==> src/rtl/serial_pkg.sv <==
// Shared definitions for the single-wire serial link: FSM encoding, line levels
// and the bit period both ends of the link default to.
package serial_pkg;

  typedef enum logic [1:0] {
    IDLE,
    START,
    DATA,
    STOP
  } state_t;

  localparam logic START_BIT = 1'b0;
  localparam logic STOP_BIT  = 1'b1;
  localparam logic IDLE_LVL  = 1'b1;

  localparam int DEF_CLKS_PER_BIT = 4;

endpackage

==> src/rtl/serial_sync.sv <==
// Two-flop line synchroniser with a falling-edge strobe on the synchronised line.
module serial_sync
  import serial_pkg::*;
(
  input  logic sclk,
  input  logic rst,
  input  logic idata,
  output logic s_line,
  output logic fall
);

  logic       s_meta;
  logic       s_line_q;
  logic [2:0] primed;

  always_ff @(posedge sclk) begin
    if (rst) begin
      s_meta   <= IDLE_LVL;
      s_line   <= IDLE_LVL;
      s_line_q <= IDLE_LVL;
      primed   <= '0;
    end else begin
      // NOTE: non-blocking assignments make each flop take the previous value
      // of its neighbour, which is what turns these three lines into a pipeline.
      s_meta   <= idata;
      s_line   <= s_meta;
      s_line_q <= s_line;
      primed   <= {primed[1:0], 1'b1};
    end
  end

  // The idle-high reset values would fake a 1->0 edge if the line was already
  // low at release, so edges count only once every stage holds a real sample.
  assign fall = primed[2] & s_line_q & ~s_line;

endmodule

==> src/rtl/serial_rx.sv <==
// Serial receiver: start detection, mid-bit sampling, LSB-first deserialisation,
// stop-bit check and a one-entry valid/ready output buffer.
module serial_rx
  import serial_pkg::*;
#(
  parameter int CLKS_PER_BIT = DEF_CLKS_PER_BIT,
  parameter int DATA_W       = 8
) (
  input  logic              sclk,
  input  logic              rst,
  input  logic              idata,
  output logic [DATA_W-1:0] rx_data,
  output logic              rx_valid,
  input  logic              rx_ready,
  output logic              frame_err,
  output logic              overrun,
  output logic              busy
);

  localparam int CNT_W = $clog2(CLKS_PER_BIT);
  localparam int IDX_W = (DATA_W > 1) ? $clog2(DATA_W) : 1;
  localparam int MID   = CLKS_PER_BIT / 2;

  localparam logic [CNT_W-1:0] CNT_MID  = CNT_W'(MID - 1);
  localparam logic [CNT_W-1:0] CNT_LAST = CNT_W'(CLKS_PER_BIT - 1);
  localparam logic [IDX_W-1:0] IDX_LAST = IDX_W'(DATA_W - 1);

  logic s_line;
  logic fall;

  serial_sync u_sync (
    .sclk   (sclk),
    .rst    (rst),
    .idata  (idata),
    .s_line (s_line),
    .fall   (fall)
  );

  state_t            state,      state_next;
  logic [CNT_W-1:0]  cnt,        cnt_next;
  logic [IDX_W-1:0]  idx,        idx_next;
  logic [DATA_W-1:0] shreg,      shreg_next;
  logic              deliver;
  logic              stop_bad;

  always_ff @(posedge sclk) begin
    if (rst) begin
      state <= IDLE;
      cnt   <= '0;
      idx   <= '0;
      shreg <= '0;
    end else begin
      state <= state_next;
      cnt   <= cnt_next;
      idx   <= idx_next;
      shreg <= shreg_next;
    end
  end

  always_comb begin
    // NOTE: every output of this block gets a default before the case, so no
    // path through it can leave a value unassigned and infer a latch.
    state_next = state;
    cnt_next   = cnt;
    idx_next   = idx;
    shreg_next = shreg;
    deliver    = 1'b0;
    stop_bad   = 1'b0;

    unique case (state)
      IDLE: begin
        if (fall) begin
          state_next = START;
          cnt_next   = '0;
        end
      end

      // Re-check the start bit half a period in to reject line glitches.
      START: begin
        if (cnt == CNT_MID) begin
          cnt_next = '0;
          if (s_line == START_BIT) begin
            state_next = DATA;
            idx_next   = '0;
          end else begin
            state_next = IDLE;
          end
        end else begin
          cnt_next = cnt + 1'b1;
        end
      end

      DATA: begin
        if (cnt == CNT_LAST) begin
          cnt_next   = '0;
          shreg_next = {s_line, shreg[DATA_W-1:1]};
          if (idx == IDX_LAST) begin
            state_next = STOP;
          end else begin
            idx_next = idx + 1'b1;
          end
        end else begin
          cnt_next = cnt + 1'b1;
        end
      end

      STOP: begin
        if (cnt == CNT_LAST) begin
          cnt_next   = '0;
          state_next = IDLE;
          if (s_line == STOP_BIT) begin
            deliver = 1'b1;
          end else begin
            stop_bad = 1'b1;
          end
        end else begin
          cnt_next = cnt + 1'b1;
        end
      end

      default: state_next = IDLE;
    endcase
  end

  assign busy = (state != IDLE);

  // A word arriving while the buffer is full and not being drained is dropped;
  // if the consumer takes the old word in the same cycle, the new one replaces it.
  always_ff @(posedge sclk) begin
    if (rst) begin
      rx_data   <= '0;
      rx_valid  <= 1'b0;
      frame_err <= 1'b0;
      overrun   <= 1'b0;
    end else begin
      frame_err <= stop_bad;
      overrun   <= deliver & rx_valid & ~rx_ready;
      if (deliver) begin
        if (!rx_valid || rx_ready) begin
          rx_data  <= shreg;
          rx_valid <= 1'b1;
        end
      end else if (rx_valid && rx_ready) begin
        rx_valid <= 1'b0;
      end
    end
  end

endmodule
==> config.mk <==
export PLATFORM = sky130hd
export DESIGN_NAME = serial_rx
export DESIGN_NICKNAME = d
export VERILOG_FILES = /design/src/rtl/serial_pkg.sv /design/src/rtl/serial_sync.sv /design/src/rtl/serial_rx.sv
export SDC_FILE = /design/constraint.sdc
export NUM_CORES = 1
export LEC_CHECK = 0
export ABC_AREA = 1
export CAP_MARGIN = 20
export CORE_AREA = 2 2 60 62
export DETAILED_ROUTE_END_ITERATION = 7
export DIE_AREA = 0 0 62 64
export HOLD_SLACK_MARGIN = 0.02
export PLACE_DENSITY = 0.61
export SLEW_MARGIN = 15
export SYNTH_ARGS = -nofsm -noshare
export SYNTH_HDL_FRONTEND = slang
export SYNTH_SLANG_ARGS = --single-unit
==> constraint.sdc <==
create_clock -name sclk -period 1.3 [get_ports sclk]
set_input_delay 0.13 -clock sclk [delete_from_list [all_inputs] [get_ports sclk]]
set_output_delay 0.13 -clock sclk [all_outputs]
set_load 0.1 [all_outputs]
Yosys cells after proc, flatten, opt, wreduce, memory -nomap -nowiden
Index checks and enable logic that the tools add are counted.
{"block": "op_classes", "n_addsub": 2, "n_eq_ne": 14, "reduce_logical": 14, "n_mux": 24, "bitwise": 8}
{"cell": "2-bit 2-to-1 mux", "count": 9}
{"cell": "2-bit inequality test (second input constant)", "count": 7}
{"cell": "3-bit 2-to-1 mux", "count": 4}
{"cell": "5-bit AND reduction", "count": 2}
{"cell": "1-bit 2-to-1 mux", "count": 8}
{"cell": "2-bit one-hot mux with 4 select lines", "count": 1}
{"cell": "2-bit == test (second input constant)", "count": 3}
{"cell": "2-bit one-hot mux with 3 select lines", "count": 1}
{"cell": "3-bit one-hot mux with 2 select lines", "count": 1}
{"cell": "2-bit AND reduction", "count": 3}
{"cell": "2-bit nonzero test", "count": 3}
{"cell": "1-bit bitwise AND", "count": 4}
{"cell": "2-bit by 1-bit == test with 1-bit output (second input constant)", "count": 2}
{"cell": "1-bit inverter", "count": 4}
{"cell": "3-bit by 1-bit adder with 3-bit output (second input constant)", "count": 1}
{"cell": "3-bit == test (second input constant)", "count": 1}
{"cell": "3-bit OR reduction", "count": 1}
{"cell": "2-bit by 1-bit adder with 2-bit output (second input constant)", "count": 1}
{"cell": "2-bit logical NOT", "count": 1}
{"cell": "2-bit by 1-bit inequality test with 1-bit output (second input constant)", "count": 1}
{"cell": "2-bit OR reduction", "count": 1}
{"cell": "1-bit logical AND", "count": 1}
{"cell": "1-bit logical NOT", "count": 1}
{"cell": "1-bit logical OR", "count": 1}
{"block": "word_totals", "wordCells": 75, "output_inout_bits": 12, "reg_bits": 32}

Longest topological paths before layout
Gate-level depths: netlist of run 1.
{"block": "logic_depth", "word_depth": 5, "ltp_mapped": 9, "ltp_nobuf": 9}

By module
Synthesis of run 1 repeated with hierarchy kept, for this count alone.
{"block": "unflattened", "hier_cells": 165, "area_unflattened_um2": 1367.6}
{"mod": "serial_rx", "n_inst": 1, "area_per_inst_um2": 1202.4, "seq_area_each_um2": 520.5, "cells_per_inst": 149}
{"mod": "serial_sync", "n_inst": 1, "area_per_inst_um2": 165.2, "seq_area_each_um2": 120.1, "cells_per_inst": 16}

Worst setup path before layout of run 1
OpenSTA, ideal clock, no wires.
{"block": "synth_timing", "kind": "register to register", "startpoint": "register rx_valid", "endpoint": "register rx_data[5]", "arrival_ps": 1601, "setup_slack_ps": -417, "required_time_ps": 1184, "setup_time_ps": 116, "n_path_buf": 1, "stages_incl_launch_ff": 7, "path_cell_list": "dfxtp_1 -> inv_1 -> nor2_1 -> nor2_4 -> buf_6 -> o21ai_1 -> nor2_1"}
{"block": "synth_via", "elab_chain_len": 3}
{"item": "start, declared", "line": "serial_rx.sv:13", "rtl": "output logic rx_valid,"}
{"item": "start signal, assigned", "line": "serial_rx.sv:132", "rtl": "rx_valid <= 1'b0;"}
{"item": "start signal, assigned", "line": "serial_rx.sv:141", "rtl": "rx_valid <= 1'b1;"}
{"item": "start signal, assigned", "line": "serial_rx.sv:144", "rtl": "rx_valid <= 1'b0;"}
{"item": "1-bit logical NOT", "line": "serial_rx.sv:139", "rtl": "if (!rx_valid || rx_ready) begin"}
{"item": "1-bit logical OR", "line": "serial_rx.sv:139"}
{"item": "2-bit AND reduction (no line)"}
{"item": "end signal, assigned", "line": "serial_rx.sv:140", "rtl": "rx_data <= shreg;"}
{"item": "end, declared", "line": "serial_rx.sv:12", "rtl": "output logic [DATA_W-1:0] rx_data,"}
Every way passes these cells.
A chain may end at the register's enable or synchronous reset.

==> impl_metrics.toml, run 1 <==
[clock_network]
cts_tree = "yes"
clock_latency_ps = 340
cts_htree_levels = 2
postCtsHoldBufs = 0
clk_pin_slew_ps = 110
cts_inserted_buffers = 5
clock-sinks = 32
cts_root_buffer = "clkbuf_4"
clockBufferDepth = 2

[synth]
synth_xor_area_frac = 0
synth_common_cells = "32 x dfxtp_1, 17 x a21oi_1, 16 x inv_1, 15 x nand2_1, 13 x nor2_1"
yosys.cell_types.count = 27
syn_inst = 148
synthTopCellsByArea = "dfxtp_1 50%, a21oi_1 6.7%, ha_1 5.9%"
yosysMostFrequentCell = "dfxtp_1"
synth-compound-area-share = 0.154
synthSimpleGateAreaFrac = 0.203
syn-num-nets = 158
synth_top_family_by_area = "simple AND/OR/NAND/NOR gates"
syn_avg_cell_area_um2 = 8.59
yosysTopAreaCellShare = 0.504
synth-seq-area-share = 0.504
yosys_warnings = 0
synthAdderAreaFrac = 0.0591
synth_top_area_cell = "dfxtp_1"
synth_mux_area_frac = 0
synth_area_mm2 = 0.00127
synthFlopType = "dfxtp_1"
async_reset_ff_frac = 0
synth-seq-cells = 32
synth_edf_count = 0

[worst_setup_path]
path_delay_family = "simple AND/OR/NAND/NOR gates"
crit_fanout = 4
crit_type = "reg -> reg"
cpPeakStageDelay_ps = 380
critical_path.cell_chain = "inv_2 -> ha_2 -> inv_1 -> nand3_2 -> nand2_2 -> nor2_4 -> nand3_2 -> nand2_2 -> a21oi_2"
critPathLaunchType = "register"
endpoint_kind = "register"
required_ps = 1530
cp_num_buf_inv = 2
slowest_stage = "dfxtp_4"
cp_data_arrival_time_ps = 1530

[placed_design]
gp_congestion = 0.901
hpwl_mm = 1.86
dpl-instance-area_mm2 = 0.00170
dp_cells = 216
port_buffers = 15

[global_route]
overflow = 0
grt.total_usage = 0.152
grt_antenna_before_repair = 0
grt_pass1_wl_mm = 4.51
grt_max_degree = 15
grt_pass1_vias = 1066

[final_layout]
area_growth_pct = 50.7
final_cells = 226
diodes = 0
postLayoutCellArea_mm2 = 0.00192
final_nets = 189
ff_latch_area_um2 = 659
multi_input_area_um2 = 631
drive_above_1_share = 0.400
nFillCells = 275

[drt]
firstDrtPassIters = 4
drc = 0
ant_nets = 0
viasPerCell = 4.90
drt_iter0_markers = 101
route.detailed.wl_per_inst_um = 12.4
routed_wl_mm = 2.80
via_count = 1108

[pwr]
ir_drop_mv = 0.753
leakage_nw = 0.738
report.power.total_mw = 2.09
powerDensity_mw_per_mm2 = 1090

[outcome]
status = "complete, no violations"

[floorplanning]
io_pins = 16
die_width_um = 62
placementRows = 21
die_y_um = 64
start_util = 0.387
coreArea_mm2 = 0.00328
dieArea_mm2 = 0.00397

[min_path]
hp-class = "in -> reg"

[timing]
finClkSkew_ps = 12.6
relSlewSlack = 0.835
rsz0062_at_grt = "true"
fin_crit_ps = 1300
worst_pin_slew_ps = 247
fmax_mhz = 770
drv_slew = 0
finalSetupViolations = 0
timing.final.crit_share = 0.999
hold_viol_final = 0

[run]
maxCapViolCount = 0
## worst register-to-register path, cell delays in order, from the launching register on
cell and delay [ps]:
dfxtp_4 380, inv_2 70, ha_2 160, inv_1 40, nand3_2 100, nand2_2 90, nor2_4 130, nand3_2 90
nand2_2 80, a21oi_2 50
## placed cells by master, fill, tap and decap left out, types with 5 or more instances in the layout
master and instances:
dfxtp_1 27, a21oi_1 14, nand3_1 7, nand2_1 13
buf_12 14, nor2_4 5, dfxtp_4 5, a21oi_2 5
inv_1 15, clkbuf_4 5, nor2_1 10, buf_4 10
o21ai_1 10
## path summary, 6_finish.rpt
| kind | slack (ps) | cells after the start | start | end |
|---|---|---|---|---|
| min reg2reg | 410 | 2 | u_sync.primed[1]$_SDFF_PP0_ | u_sync.primed[2]$_SDFF_PP0_ |
| max | 1 | 9 | cnt[1]$_SDFFE_PP0P_ | register |
| min | 350 | 2 | idata | u_sync.s_meta$_SDFF_PP1_ |
| max reg2reg | 1 | 9 | cnt[1]$_SDFFE_PP0P_ | register |
## timing repair
action | in CTS | in global routing
buffers inserted | 0 | 1
resized for setup | 4 | 28
pin swaps | 1 | 9
setup endpoints to repair | 8 | 12
cloned | 0 | 1
## sequential cells by signal, summed over array words and instances, names as in the netlist, 2 cells and up, named ones only
name and count:
rx_data 8, u_sync.primed 3, cnt 2, shreg 8
idx 3
## logic make-up after synthesis
family          Yosys count
compound gates           35
fa+ha+maj                 6
buf+inv                  24
flops                    32
simple gates             51
## per-layer routing
layer	share of wire	global-route usage	wire, µm	vias up
met4	0.0089	0.0585	25	0
met3	0.044	0.0648	122	4
li1	-	-	-	548
met5	0	0	0	-
met1	0.42	0.188	1180	536
met2	0.53	0.230	1470	20
## layout make-up
cell class,instances,area share
Multi-Input combinational cell,92,0.329
Clock buffer,6,0.0327
Sequential cell,32,0.344
Timing Repair Buffer,28,0.214
Clock inverter,2,0.00653
Tap cell,46,0.0300
Inverter,20,0.0431
## where the power goes
part	internal (mW)	leakage (nW)	total, mW	switching [mW]
clock network	0.324	0.0394	0.679	0.355
logic	0.141	0.436	0.356	0.215
registers	1.01	0.263	1.06	0.0451
total	1.48	0.738	2.09	0.615
## through the flow
stage                     hold WS [ps]   util  TNS, ps  worst slack (ps)
after floorplan                    201      -        0              19.4
after global placement             391  0.517        0              13.4
after detailed placement           398  0.517    -57.2             -41.7
after CTS                          353  0.542        0             0.441
after global routing               359  0.583     -465             -96.5
final                              354  0.583        0              1.34
No activity file was read; power rests on OpenSTA's default activity.
==> run 2: changes to the inputs <==
Settings changed: CAP_MARGIN 20 to default.
==> results of run 2 <==
The final DEF is identical to that of run 1; final timing and power are the same.
